<file path="src/rtl/ahb_lite_slave_mux.sv">
// AHB-Lite data-phase response multiplexer for eight slave ports.
// It registers the address-phase selection and includes a default slave that returns a two-cycle ERROR.
module ahb_lite_slave_mux #(
    parameter logic [7:0] PORT_EN = 8'hFF
) (
    input  logic        HCLK,
    input  logic        HRESETn,
    input  logic        HREADY,
    input  logic [1:0]  HTRANS,
    input  logic        P0_HSEL,
    input  logic        P1_HSEL,
    input  logic        P2_HSEL,
    input  logic        P3_HSEL,
    input  logic        P4_HSEL,
    input  logic        P5_HSEL,
    input  logic        P6_HSEL,
    input  logic        P7_HSEL,
    input  logic        P0_HREADYOUT,
    input  logic        P1_HREADYOUT,
    input  logic        P2_HREADYOUT,
    input  logic        P3_HREADYOUT,
    input  logic        P4_HREADYOUT,
    input  logic        P5_HREADYOUT,
    input  logic        P6_HREADYOUT,
    input  logic        P7_HREADYOUT,
    input  logic        P0_HRESP,
    input  logic        P1_HRESP,
    input  logic        P2_HRESP,
    input  logic        P3_HRESP,
    input  logic        P4_HRESP,
    input  logic        P5_HRESP,
    input  logic        P6_HRESP,
    input  logic        P7_HRESP,
    input  logic [31:0] P0_HRDATA,
    input  logic [31:0] P1_HRDATA,
    input  logic [31:0] P2_HRDATA,
    input  logic [31:0] P3_HRDATA,
    input  logic [31:0] P4_HRDATA,
    input  logic [31:0] P5_HRDATA,
    input  logic [31:0] P6_HRDATA,
    input  logic [31:0] P7_HRDATA,
    output logic        HREADYOUT,
    output logic        HRESP,
    output logic [31:0] HRDATA
);

    localparam int unsigned NPORT = 8;
    localparam int unsigned DW    = 32;

    typedef enum logic [1:0] {
        IDLE = 2'd0,
        ERR1 = 2'd1,
        ERR2 = 2'd2
    } dflt_state_e;

    logic [NPORT-1:0]         hsel;
    logic [NPORT-1:0]         rdy;
    logic [NPORT-1:0]         resp;
    logic [NPORT-1:0][DW-1:0] rdata;

    logic [NPORT-1:0] sel_eff_c;
    logic [NPORT-1:0] sel_oh_c;
    logic             unmapped_c;
    logic             dflt_ready_c;
    logic             dflt_resp_c;
    logic [NPORT-1:0] sel_q, sel_d;
    dflt_state_e      state_q, state_d;
    logic             unused_htrans0;

    assign hsel  = {P7_HSEL, P6_HSEL, P5_HSEL, P4_HSEL, P3_HSEL, P2_HSEL, P1_HSEL, P0_HSEL};
    assign rdy   = {P7_HREADYOUT, P6_HREADYOUT, P5_HREADYOUT, P4_HREADYOUT,
                    P3_HREADYOUT, P2_HREADYOUT, P1_HREADYOUT, P0_HREADYOUT};
    assign resp  = {P7_HRESP, P6_HRESP, P5_HRESP, P4_HRESP, P3_HRESP, P2_HRESP, P1_HRESP, P0_HRESP};
    assign rdata = {P7_HRDATA, P6_HRDATA, P5_HRDATA, P4_HRDATA,
                    P3_HRDATA, P2_HRDATA, P1_HRDATA, P0_HRDATA};

    // Only HTRANS[1] distinguishes active transfers from IDLE/BUSY.
    assign unused_htrans0 = HTRANS[0];

    // Disabled ports look unmapped; the lowest active index wins when several selects are asserted.
    assign sel_eff_c  = hsel & PORT_EN;
    assign sel_oh_c   = sel_eff_c & (~sel_eff_c + NPORT'(1));
    assign unmapped_c = HREADY & HTRANS[1] & (sel_eff_c == '0);
    assign sel_d      = HREADY ? sel_oh_c : sel_q;

    always_ff @(posedge HCLK or negedge HRESETn) begin
        if (!HRESETn) begin
            sel_q   <= '0;
            state_q <= IDLE;
        end else begin
            sel_q   <= sel_d;
            state_q <= state_d;
        end
    end

    // Default slave: the ERROR response has a wait cycle first, then a ready cycle that the master may hold.
    always_comb begin
        state_d      = state_q;
        dflt_ready_c = 1'b1;
        dflt_resp_c  = 1'b0;
        case (state_q)
            IDLE: begin
                if (unmapped_c) state_d = ERR1;
            end
            ERR1: begin
                dflt_ready_c = 1'b0;
                dflt_resp_c  = 1'b1;
                state_d      = ERR2;
            end
            ERR2: begin
                dflt_resp_c = 1'b1;
                if (HREADY) state_d = unmapped_c ? ERR1 : IDLE;
            end
            default: state_d = IDLE;
        endcase
    end

    // Data-phase mux: the selected slave drives the response; when no port is selected, the default slave does.
    always_comb begin
        HREADYOUT = dflt_ready_c;
        HRESP     = dflt_resp_c;
        HRDATA    = '0;
        for (int i = 0; i < NPORT; i++) begin
            if (sel_q[i]) begin
                HREADYOUT = rdy[i];
                HRESP     = resp[i];
                HRDATA    = rdata[i];
            end
        end
    end

endmodule

</file>
<file path="config.mk">
export PLATFORM = sky130hd
export DESIGN_NAME = ahb_lite_slave_mux
export DESIGN_NICKNAME = d
export VERILOG_FILES = /design/src/rtl/ahb_lite_slave_mux.sv
export SDC_FILE = /design/constraint.sdc
export NUM_CORES = 1
export LEC_CHECK = 0
export BUFFER_PORTS_ARGS = -buffer_cell sky130_fd_sc_hd__buf_2
export CAP_MARGIN = 40
export CORE_AREA = 10 10 115 117
export DETAILED_ROUTE_END_ITERATION = 16
export DIE_AREA = 0 0 125 127
export PLACE_DENSITY = 0.66
export SYNTH_ARGS = -nofsm -noshare
export SYNTH_HDL_FRONTEND = slang
export SYNTH_SLANG_ARGS = --single-unit
</file>
<file path="constraint.sdc">
create_clock -name HCLK -period 1.8 [get_ports HCLK]
set_input_delay 0.18 -clock HCLK [delete_from_list [all_inputs] [get_ports HCLK]]
set_output_delay 0.18 -clock HCLK [all_outputs]
set_load 0.02 [all_outputs]
</file>
# Word-level counts from Yosys, hierarchy flattened
# Cells that the tools add are included.
[op_classes] muxes=30 n_eq_ne=4 n_bitwise=4 add_sub_neg=1 n_reduce_logical=4
[op_table] cell="$mux W32" count=8
[op_table] cell="$mux W1" count=19
[op_table] cell="$add A8 B1 Y8 const B" count=1
[op_table] cell="$and A8 B8 Y8" count=1
[op_table] cell="$logic_not A8 Y1" count=1
[op_table] cell="$not A8 Y8" count=1
[op_table] cell="$pmux W2 S3" count=1
[op_table] cell="$mux W2" count=2
[op_table] cell="$ne A2 B2 Y1 const B" count=2
[op_table] cell="$and A1 B1 Y1" count=2
[op_table] cell="$eq A2 B1 Y1 const B" count=1
[op_table] cell="$eq A2 B2 Y1 const B" count=1
[op_table] cell="$logic_not A2 Y1" count=1
[op_table] cell="$reduce_and A2 Y1" count=1
[op_table] cell="$reduce_or A2 Y1" count=1
[totals] elab_cells=45 ff_bits=10

# Logic depth before layout (Yosys ltp)
# Gate-level depths: netlist of the first run.
[logic_depth] ltp_word=11 ltp_mapped=6 ltp_nobuf=6

# Worst setup path after synthesis of the first run
# No wires, ideal clock.
[synth_path] path_kind="register -> output" from="reg sel_q[2]" to="out HRDATA[30]" arrival_time_ns=1.818 path_stages_with_launch=7 n_path_buf=2 setup_slack_ns=-0.198 required_ns=1.620 path_cell_list="dfrtp_1 clkbuf_1 clkinv_1 clkbuf_1 o221ai_1 a2bb2oi_1 a221oi_1"
[synth_via] elab_chain_cells=6
[synth_rtl] item="from (decl)" line="66" source="logic [NPORT-1:0] sel_q, sel_d;"
[synth_rtl] item="from (signal assigned)" line="91" source="sel_q <= sel_d;"
[synth_rtl] item="$mux W32 (6 in a row)" line="124" source="if (sel_q[i]) begin"
[synth_rtl] item="to (decl)" line="44" source="output logic [31:0] HRDATA"
# No other way between the ends.

# Worst setup path after layout of the first run
[layout_path] from="reg state_q[1]" to="out HRESP"
[layout_via] elab_chain_cells=11 word_cells_on_any_way=12 classes_between="eq/ne (2); mux (9); reduce/logical (1)"
[layout_rtl] item="from (decl)" line="67" source="dflt_state_e state_q, state_d;"
[layout_rtl] item="from (signal assigned)" line="92" source="state_q <= state_d;"
[layout_rtl] item="$eq A2 B2 Y1 or $eq A2 B1 Y1 (tied branches)" line="101" source="case (state_q)"
[layout_rtl] item="$reduce_or A2 Y1 (no source line) (*)"
[layout_rtl] item="$mux W1 (*)" line="101"
[layout_rtl] item="$mux W1 (*) (8 in a row)" line="124"
[layout_rtl] item="to (decl)" line="43" source="output logic HRESP,"
# Every way passes the cells marked *; elsewhere a longest branch is shown, timed or not.

==> impl_metrics.csv, run 1 <==
group,metric,value,unit
run_status,status,"finished, violations left",
run_status,violations,"negative setup slack",
placed_design,gp_congestion,1.02,
synthesis,synth-seq-area-share,9.78,%
worst_hold_path,min_path_type,"input port to flip-flop",
critical_path,cp.arrival,1.87,ns
detailed_routing,via_per_inst,5.87,
floorplan,die_h,127,µm
timing,slew_violations,0,
global_route,grt_pass1_vias,5325,
critical_path,max_stage_delay,0.38,ns
pwr,vdd.ir_drop.worst,277,µV
critical_path,worst-path-max-fanout,3,
clock_tree,cts_root_buffer,"clkbuf_16",
floorplan,die_x,125,µm
global_route,antenna_found_initial,3,
critical_path,worstPathCellList,"inv_2 > ha_4 > nor2b_4 > a2111oi_4 > o41ai_2 > a221o_1 > buf_6",
floorplan,num_io_pins,319,
timing,layout_setup_ws,-0.249,ns
timing,finalClockSkew,0.00000414,ns
pwr,p_per_area,455,nW/µm²
pwr,p_comb_share,72.9,%
finish,areaGrowthSynthToFinish,121,%
global_route,grt_max_degree,51,
critical_path,criticalPathCategory,"flip-flop to output pin",
synthesis,post_synth.cell_area_avg,7.23,µm²
timing,tightest_slew,0.369,ns
finish,finalNetCount,987,
detailed_routing,drtIter0Drc,441,
placed_design,dp_slack,-0.174,ns
timing,period_share,114,%
clock_tree,cts_tree,"yes",
synthesis,synth_top_area_share,10.9,%
critical_path,cp-end-kind,"output pin",
synthesis,synth.most_common_cell,"clkbuf_1",
critical_path,slowest_stage,"dfrtp_1",
critical_path,worst_ep_required_time,1.62,ns
detailed_routing,drc,0,
detailed_routing,routedWlPerCell,24.6,µm
timing,rsz0062_at_grt,"true",
synthesis,synth_cells,354,
synthesis,synthFlopType,"dfrtp_1",
detailed_routing,first_pass_iters,5,
synthesis,yosys_warnings,0,
timing,fmax,488,MHz
floorplan,start_util,23.0,%
floorplan,rows,39,
global_route,overflow,0,
timing,maxSlewHeadroom,75.0,%
floorplan,core_region_area,11100,µm²
pwr,clockPowerShare,17.3,%
clock_tree,clk_latency,0.24,ns
placed_design,placed_cell_area,4770,µm²
synthesis,synthArstFlopShare,100,%
synthesis,synth_edf_count,0,
critical_path,start_kind,"flip-flop",
placed_design,io_buffers,317,
floorplan,die_area,15900,µm²
synthesis,ys_types,38,
detailed_routing,routed_wl,20700,µm
clock_tree,clkTransAtPathRegs,0.04,ns
global_route,grt_pass1_wl,29900,µm
pwr,switching_share,38.5,%
clock_tree,cts_made_buffers,3,
synthesis,synth_area_leaders,"o221ai_1 (11%), a221oi_1 (11%), o221a_2 (10%), dfrtp_1 (9.8%), a22oi_1 (9.7%)",
synthesis,synth.net_count,644,
synthesis,synth_area,2560,µm²
detailed_routing,num_vias,4935,
pwr,power.switching,991,µW
critical_path,critPathTopFamily,"compound AO/OA/AOI/OAI gates",
clock_tree,h-tree-depth,1,
placed_design,hpwlAfterDp,15900,µm
timing,setup_viol,34,
timing,holdWs,0.216,ns
critical_path,worst-path-buf-inv,2,
global_route,track_usage,22.9,%
finish,layout-drive-gt1-share,72.7,%
pwr,power_frac_seq,9.8,%
timing,hold_violations,0,
pwr,p_leak,2.57,nW
job,cap_viol_max_count,0,
synthesis,synth_seq_cells,10,
synthesis,synth_common_cells,"clkbuf_1 (47), nand2_1 (38), a21oi_1 (34)",
synthesis,synth_top_area_cell,"o221ai_1",
clock_tree,cts.sinks,10,
timing,min_period,2.05,ns
detailed_routing,ant_nets,0,
finish,stdcell_area,5650,µm²
clock_tree,clockBufferDepth,2,
pwr,internal_power,1.58,mW
[registers in the layout (all words and copies together), names as in the netlist]
register,cells
sel_q,8
state_q,2
[worst register-to-register path, stage by stage, from the launching register on]
cell and delay (ns):
dfrtp_1 0.38, buf_4 0.14, buf_4 0.14, ha_1 0.18, nor2b_1 0.14, a21oi_2 0.11
mux2_1 0.32
[power by group through the flow]
stage | combinational (mW) | clock (mW) | sequential, mW
finish | 1.88 | 0.446 | 0.251
global route | 1.98 | 0.457 | 0.252
CTS | 1.74 | 0.441 | 0.250
detailed placement | 1.48 | 0 | 0.251
global placement | 1.46 | 0 | 0.250
floorplan | 0.766 | 0 | 0.247
[layout make-up]
| type | instances | area, µm² |
|---|---|---|
| antenna | 2 | 5.00 |
| tap | 143 | 179 |
| timing repair buffer | 385 | 2540 |
| multi-input combinational | 288 | 2540 |
| fill | 1061 | 5470 |
| clock buffer | 4 | 88.8 |
| sequential | 10 | 255 |
| inverter | 9 | 40.0 |
[layout by cell type, fill, tap and decap left out, types with 18 or more instances in the layout]
master and instances:
buf_6 35, o22ai_1 33, o221a_2 23, nand2_1 38, a21oi_2 32, buf_4 49, a221oi_2 18, a22oi_1 25
buf_2 283, o221ai_1 21
[per-layer routing]
layer	part of all wire (%)	GRT usage (%)
met3	10	6.74
met1	38	26.1
met2	49	40.4
met4	2.7	6.91
met5	0.063	0
[what timing repair did]
action,in CTS,in global routing
setup endpoints to repair,34,34
buffers inserted,8,7
hold endpoints to repair,10,0
gates cloned,3,2
resized for setup,101,42
pin swaps,21,25
hold buffers,1,0
[path summary, 6_finish.rpt]
path / from / end / slack [ns] / cells after the start
worst min-delay path: P3_HSEL / sel_q[3] / 0.22 / 3
worst max register to register: state_q[1] / state_q[1] / 0.27 / 6
worst min register to register: sel_q[6] / sel_q[6] / 0.73 / 2
max in group asynchronous: HRESETn / sel_q[5] / 1.24 / 2
min in group asynchronous: HRESETn / sel_q[7] / 0.34 / 2
worst max-delay path: state_q[1] / HRESP / -0.25 / 7
[stage by stage]
stage                     power (mW)  cells  TNS (ns)  utilization [%]
after floorplan                 1.01    354   -0.0738                -
after global placement          1.71    816    -0.395             42.9
after detailed placement        1.73    816     -1.26             42.9
after CTS                       2.43    832     -4.99             48.2
after global routing            2.69    841     -7.34             50.8
final                           2.57    841     -5.15             50.8
[cells by family after synthesis]
logic type / Yosys count / synth area share (%)
mux: 4 / 1.71
flops: 10 / 9.78
buf+inv: 56 / 8.21
simple gates: 64 / 11.6
compound gates: 215 / 66.3
fa+ha+maj: 5 / 2.44
Power figures use the tool's default switching activity.
==> run 2, diff against run 1 <==
==> config.mk (replaced) <==
export PLATFORM = sky130hd
export DESIGN_NAME = ahb_lite_slave_mux
export DESIGN_NICKNAME = d
export VERILOG_FILES = /design/src/rtl/ahb_lite_slave_mux.sv
export SDC_FILE = /design/constraint.sdc
export NUM_CORES = 1
export LEC_CHECK = 0
export ABC_AREA = 1
export BUFFER_PORTS_ARGS = -buffer_cell sky130_fd_sc_hd__buf_2
export CAP_MARGIN = 40
export CORE_MARGIN = 10
export CORE_UTILIZATION = 31
export DETAILED_ROUTE_END_ITERATION = 16
export PLACE_DENSITY = 0.75
export SYNTH_ARGS = -nofsm -noshare
export SYNTH_HDL_FRONTEND = slang
export SYNTH_SLANG_ARGS = --single-unit
==> impl_metrics.csv, run 2 <==
group,metric,value,unit
run_status,status,"finished, violations left",
run_status,violations,"negative setup slack",
floorplan,die_h,124,µm
finish,max_flop_register,"sel_q",
global_route,track_usage,22.3,%
critical_path,cp.arrival,1.71,ns
synthesis,synth.area.mux_share,0,%
global_route,grt_max_degree,70,
global_route,overflow,0,
detailed_routing,routedWlPerCell,17.2,µm
clock_tree,clk_latency,0.24,ns
timing,period_share,105,%
detailed_routing,first_pass_iters,5,
finish,num-fill-cells,1091,
critical_path,r2r_cells,6,
synthesis,synthAdderAreaFrac,1.86,%
placed_design,io_buffers,317,
clock_tree,cts.sinks,10,
clock_tree,clkTransAtPathRegs,0.04,ns
placed_design,gp_congestion,0.885,
synthesis,synth.net_count,988,
timing,maxSlewHeadroom,77.6,%
synthesis,synth_area,3370,µm²
clock_tree,h-tree-depth,1,
finish,areaGrowthSynthToFinish,61.4,%
finish,stdcell_area,5430,µm²
timing,tightest_slew,0.331,ns
timing,slew_violations,0,
pwr,p_leak,3.21,nW
worst_hold_path,whs_path_depth,2,
critical_path,rr_endpoint,"state_q[1]",
job,cap_viol_max_count,0,
floorplan,die_area,15400,µm²
detailed_routing,ant_nets,0,
critical_path,slowest_stage,"dfrtp_2",
synthesis,synth_area_leaders,"nand2_1 (28%), nand3_1 (16%), a21oi_1 (15%), nor2_1 (8.4%), dfrtp_1 (7.4%)",
critical_path,worst_ep_required_time,1.62,ns
global_route,grt_pass1_wl,27600,µm
finish,largest_reg_flops,8,
critical_path,worstPathCellList,"buf_8 > a21oi_1 > nand2_2 > nand3_1 > nand3_1 > nand2_1 > nand2_1 > nand2_1 > nand2_1 > buf_4",
detailed_routing,routed_wl,19300,µm
finish,final_common_cell,"buf_2",
placed_design,hpwlAfterDp,15200,µm
timing,setup_viol,32,
synthesis,yosys.area_share.simple,58.8,%
floorplan,rows,37,
global_route,grt_pass1_vias,5303,
timing,layout_setup_ws,-0.0931,ns
clock_tree,cts_made_buffers,3,
worst_hold_path,min_path_type,"input port to flip-flop",
synthesis,synth_common_cells,"nand2_1 (248), nand3_1 (107), a21oi_1 (103)",
critical_path,worst_path_most_repeated_cell,"nand2_1",
detailed_routing,num_vias,5530,
pwr,vdd.ir_drop.worst,267,µV
timing,hold_violations,0,
critical_path,r2r-start,"state_q[1]",
critical_path,cp-end-kind,"output pin",
finish,layout-drive-gt1-share,38.5,%
synthesis,synth-seq-area-share,7.43,%
detailed_routing,via_per_inst,4.93,
worst_hold_path,hold_end,"sel_q[7]",
floorplan,die_x,124,µm
synthesis,ys_types,24,
critical_path,start_kind,"flip-flop",
critical_path,max_stage_delay,0.48,ns
global_route,antenna_found_initial,1,
synthesis,synth_edf_count,0,
placed_design,placed_cell_area,5020,µm²
clock_tree,cts_tree,"yes",
synthesis,synth_top_area_share,27.7,%
finish,top_regs,"sel_q: 8 flops, state_q: 2 flops",
critical_path,r2r_setup_slack,0.61,ns
synthesis,yosys_warnings,0,
timing,finalClockSkew,0.00335,ns
synthesis,synth_seq_cells,10,
floorplan,start_util,32.2,%
synthesis,synth_cells,698,
finish,finalNetCount,1273,
synthesis,synth_top_area_cell,"nand2_1",
clock_tree,clockBufferDepth,2,
worst_hold_path,hold_start,"P6_HSEL",
pwr,total_power,2.29,mW
critical_path,criticalPathCategory,"flip-flop to output pin",
timing,rsz0062_at_grt,"true",
floorplan,core_region_area,10500,µm²
synthesis,synth.most_common_cell,"nand2_1",
timing,fmax,528,MHz
finish,final_cell_mix,"buf_2 (290), nand2_1 (241), a21oi_1 (100)",
detailed_routing,drc,0,
synthesis,post_synth.cell_area_avg,4.82,µm²
synthesis,synth_top_family_by_area,"simple AND/OR/NAND/NOR gates",
detailed_routing,drtIter0Drc,517,
floorplan,num_io_pins,319,
synthesis,synthArstFlopShare,100,%
synthesis,synth_xor_xnor_area_share,0,%
critical_path,worst-path-max-fanout,19,
synthesis,synthFlopType,"dfrtp_1",
pwr,p_per_area,421,nW/µm²
synthesis,synth_compound_area_share,17.1,%
clock_tree,cts_root_buffer,"clkbuf_8",
timing,min_period,1.89,ns
[run 2: cell types whose count changed in the layout (fill, tap and decap cells not counted), sizes merged, moves of 34 or more]
cell / delta
buf: -47
nor2: +69
nand3: +106
or2: +34
a21oi: +68
nand2: +210
inv: +41
[run 2: report_power, final]
part / internal (mW) / leakage [nW] / switching (mW)
sequential: 0.245 / 0.125 / 0.0224
clock: 0.155 / 0.0228 / 0.0873
combinational: 0.807 / 3.06 / 0.969
total: 1.21 / 3.21 / 1.08
[run 2: routing by layer]
| metal | track usage [%] | vias up | share of wire [%] |
|---|---|---|---|
| li1 | - | 2801 | - |
| met1 | 25.8 | 2415 | 36 |
| met2 | 39.3 | 292 | 50 |
| met3 | 6.11 | 22 | 12 |
| met4 | 6.12 | 0 | 1.5 |
| met5 | 0 | - | 0 |
[run 2: area by class of cell]
type                       count  area (µm²)  area share, %
inverter                      47         189           3.48
tap                          136         170           3.13
clock buffer                   4        45.0          0.829
timing repair buffer         336        2020           37.2
sequential                    10         256           4.72
antenna                        3        7.51          0.138
multi-input combinational    584        2730           50.3
timing repair inverter         1        7.51          0.138
[run 2: logic make-up (layout without fill, tap and decap cells)]
logic type | after synthesis | after routing
other | 0 | 3
AO/OA/AOI/OAI | 112 | 112
adder cells (fa/ha/maj) | 5 | 5
AND/OR/NAND/NOR | 467 | 467
buffers and inverters | 104 | 388
flip-flops | 10 | 10
[run 2: repair_timing]
action | CTS | global route
gates resized for setup | 85 | 9
gates cloned | 1 | 0
buffers inserted | 2 | 0
hold buffers | 1 | 0
setup endpoints to repair | 34 | 34
pin swaps | 3 | 0
hold endpoints to repair | 10 | 0
[run 2: stage by stage]
stage | instances | setup TNS [ns] | setup WS [ns] | hold slack, ns | utilization (%)
CTS | 1118 | -1.43 | -0.0917 | 0.139 | 51.5
detailed placement | 1110 | 0 | 0.102 | 0.0487 | 47.9
global placement | 1110 | 0 | 0.120 | 0.0480 | 47.9
finish | 1121 | -1.54 | -0.0931 | 0.146 | 51.9
global route | 1119 | -5.46 | -0.212 | 0.135 | 51.9
floorplan | 698 | 0 | 0.369 | -0.116 | -
[run 2: how the worst max path moves through the flow]
stage          startpoint          to  slack [ns]  depth (start not counted)
6_report         sel_q[1]  HRDATA[29]       -0.09                         10
5_1_grt          sel_q[1]  HRDATA[29]       -0.21                         10
4_1_cts          sel_q[1]  HRDATA[29]       -0.09                         10
3_5_place_dp   state_q[1]       HRESP        0.10                         11
3_3_place_gp   state_q[1]       HRESP        0.12                         11
2_1_floorplan  state_q[0]       HRESP        0.37                         10
[run 2: critical path: cells and delay by family (launching register included)]
kind	cells	cell delay [ns]
flops	1	0.48
buf+inv	2	0.34
simple gates	7	0.47
compound gates	1	0.18
==> run 3, diff against run 2 <==
--- a/config.mk
+++ b/config.mk
@@ -11,7 +11,7 @@
 export CORE_MARGIN = 10
 export CORE_UTILIZATION = 31
 export DETAILED_ROUTE_END_ITERATION = 16
-export PLACE_DENSITY = 0.75
+export PLACE_DENSITY = 0.72
 export SYNTH_ARGS = -nofsm -noshare
 export SYNTH_HDL_FRONTEND = slang
 export SYNTH_SLANG_ARGS = --single-unit
==> constraint.sdc (replaced) <==
create_clock -name HCLK -period 1.99 [get_ports HCLK]
set_input_delay 0.199 -clock HCLK [delete_from_list [all_inputs] [get_ports HCLK]]
set_output_delay 0.199 -clock HCLK [all_outputs]
set_load 0.02 [all_outputs]
==> impl_metrics.csv, run 3 (synthesized netlist as in run 2, its figures left out) <==
group,metric,value,unit
run_status,status,"completed",
finish,stdcell_count,1117,
finish,finalNetCount,1272,
critical_path,cp.arrival,1.73,ns
floorplan,die_area,15400,µm²
floorplan,start_util,32.2,%
placed_design,dp.cells,1110,
job,cap_viol_max_count,0,
clock_tree,cts.sinks,10,
finish,areaGrowthSynthToFinish,51.0,%
pwr,internal_power,955,µW
timing,slew_violations,0,
critical_path,start_kind,"flip-flop",
finish,top_regs,"sel_q: 8 flops, state_q: 2 flops",
critical_path,cp-end-kind,"output pin",
finish,largest_reg_flops,8,
worst_hold_path,min_path_type,"input port to flip-flop",
finish,utilization,48.6,%
pwr,p_leak,3.08,nW
pwr,vdd.ir_drop.worst,189,µV
critical_path,worst-path-max-fanout,16,
detailed_routing,ant_nets,0,
pwr,total_power,1.87,mW
timing,min_period,1.93,ns
pwr,power.switching,911,µW
global_route,grt_max_degree,70,
placed_design,gp_congestion,0.910,
floorplan,die_h,124,µm
timing,fin_setup_tns,0,ns
detailed_routing,drtIter0Drc,311,
timing,maxSlewHeadroom,67.2,%
detailed_routing,first_pass_iters,5,
clock_tree,clk_latency,0.24,ns
floorplan,core_region_area,10500,µm²
timing,finalClockSkew,0.000400,ns
placed_design,io_buffers,317,
finish,final_cell_mix,"buf_2 (316), nand2_1 (248), nand3_1 (107)",
clock_tree,h-tree-depth,1,
timing,hold_violations,0,
finish,layout-drive-gt1-share,35.8,%
timing,fmax,519,MHz
timing,tightest_slew,0.493,ns
placed_design,hpwlAfterDp,15300,µm
pwr,switching_share,48.8,%
timing,period_share,96.8,%
floorplan,die_x,124,µm
clock_tree,cts_made_buffers,3,
finish,diodes,0,
pwr,p_per_area,367,nW/µm²
detailed_routing,via_per_inst,4.79,
critical_path,criticalPathCategory,"flip-flop to output pin",
finish,final_common_cell,"buf_2",
global_route,track_usage,21.4,%
clock_tree,clockBufferDepth,2,
detailed_routing,routedWlPerCell,16.9,µm
pwr,p_comb_share,73.3,%
clock_tree,clkTransAtPathRegs,0.05,ns
detailed_routing,num_vias,5355,
pwr,clockPowerShare,13.8,%
detailed_routing,drc,0,
detailed_routing,routed_wl,18900,µm
global_route,grt_pass1_wl,26000,µm
floorplan,num_io_pins,319,
floorplan,rows,37,
timing,setup_viol,0,
clock_tree,cts_tree,"yes",
global_route,overflow,0,
pwr,power_frac_seq,12.9,%
finish,max_flop_register,"sel_q",
global_route,grt_pass1_vias,4963,
finish,num-fill-cells,1182,
clock_tree,cts_root_buffer,"clkbuf_8",
timing,rsz0062_at_grt,"true",
global_route,antenna_found_initial,1,
critical_path,worst_ep_required_time,1.79,ns
[run 3: cell count changes in the layout (fill, tap and decap cells not counted), moves of 2 or more]
cell	delta
a21oi_1	+2
a21oi_2	-2
buf_12	-5
buf_2	+26
buf_4	+5
buf_6	-27
diode_2	-3
inv_1	+2
nand2_1	+7
nand2_2	-7
nand3_1	+15
nand3_2	-15
[run 3: final timing paths]
| check | start | slack (ns) | endpoint | cells after the start |
|---|---|---|---|---|
| worst max register to register | state_q[1] | 0.77 | state_q[1] | 6 |
| worst min register to register | state_q[0] | 0.63 | state_q[0] | 3 |
| min in group asynchronous | HRESETn | 0.35 | state_q[0] | 2 |
| worst max-delay path | sel_q[1] | 0.06 | HRESP | 11 |
| max in group asynchronous | HRESETn | 1.43 | sel_q[2] | 2 |
| worst min-delay path | P6_HSEL | 0.17 | sel_q[7] | 2 |
[run 3: per-layer routing]
metal	GRT usage, %	vias to the layer above	share of wire (%)
li1	-	2794	-
met1	23.8	2267	35
met2	38.7	276	51
met3	6.70	18	12
met4	4.75	0	1.5
met5	0	-	0
[run 3: critical path, stage by stage (launching register included)]
cell and delay [ns]:
dfrtp_2 0.47, buf_6 0.18, nor2_1 0.12, nand2_1 0.08
nand3_1 0.08, nand3_1 0.06, nand3_1 0.09, nand2_1 0.08
nand2_1 0.06, nand2_1 0.05, nand2_1 0.05, clkbuf_4 0.17
[run 3: what timing repair did]
action                                  CTS  global route
gates resized for setup                   2            13
hold buffers                              1             0
gates cloned                              0             1
buffers inserted                          0             1
endpoints found under the setup margin   17            28
endpoints found under the hold margin    10             0
[run 3: cell type report]
cell class	instances	area (µm²)	area share, %
multi-input cells	584	2620	51.5
repair buffers	335	1780	35.0
flip-flops and latches	10	256	5.05
inverters	47	196	3.86
well taps	136	170	3.35
clock buffers	4	55.1	1.08
repair inverters	1	6.26	0.123
[run 3: per-stage QoR]
stage / hold slack, ns / area, µm² / setup slack [ns]
after global routing: 0.169 / 5080 / -0.0792
after CTS: 0.164 / 5030 / 0.000202
after floorplan: -0.0966 / 3370 / 0.540
final: 0.165 / 5080 / 0.0633
after global placement: 0.0704 / 4970 / 0.219
after detailed placement: 0.0764 / 4970 / 0.209
[run 3: power groups by stage]
| stage | Sequential (mW) | Combinational [mW] | Clock, mW |
|---|---|---|---|
| after floorplan | 0.232 | 0.793 | 0 |
| after global placement | 0.238 | 1.35 | 0 |
| after detailed placement | 0.239 | 1.36 | 0 |
| after CTS | 0.237 | 1.37 | 0.261 |
| after global routing | 0.243 | 1.54 | 0.271 |
| final | 0.240 | 1.37 | 0.258 |
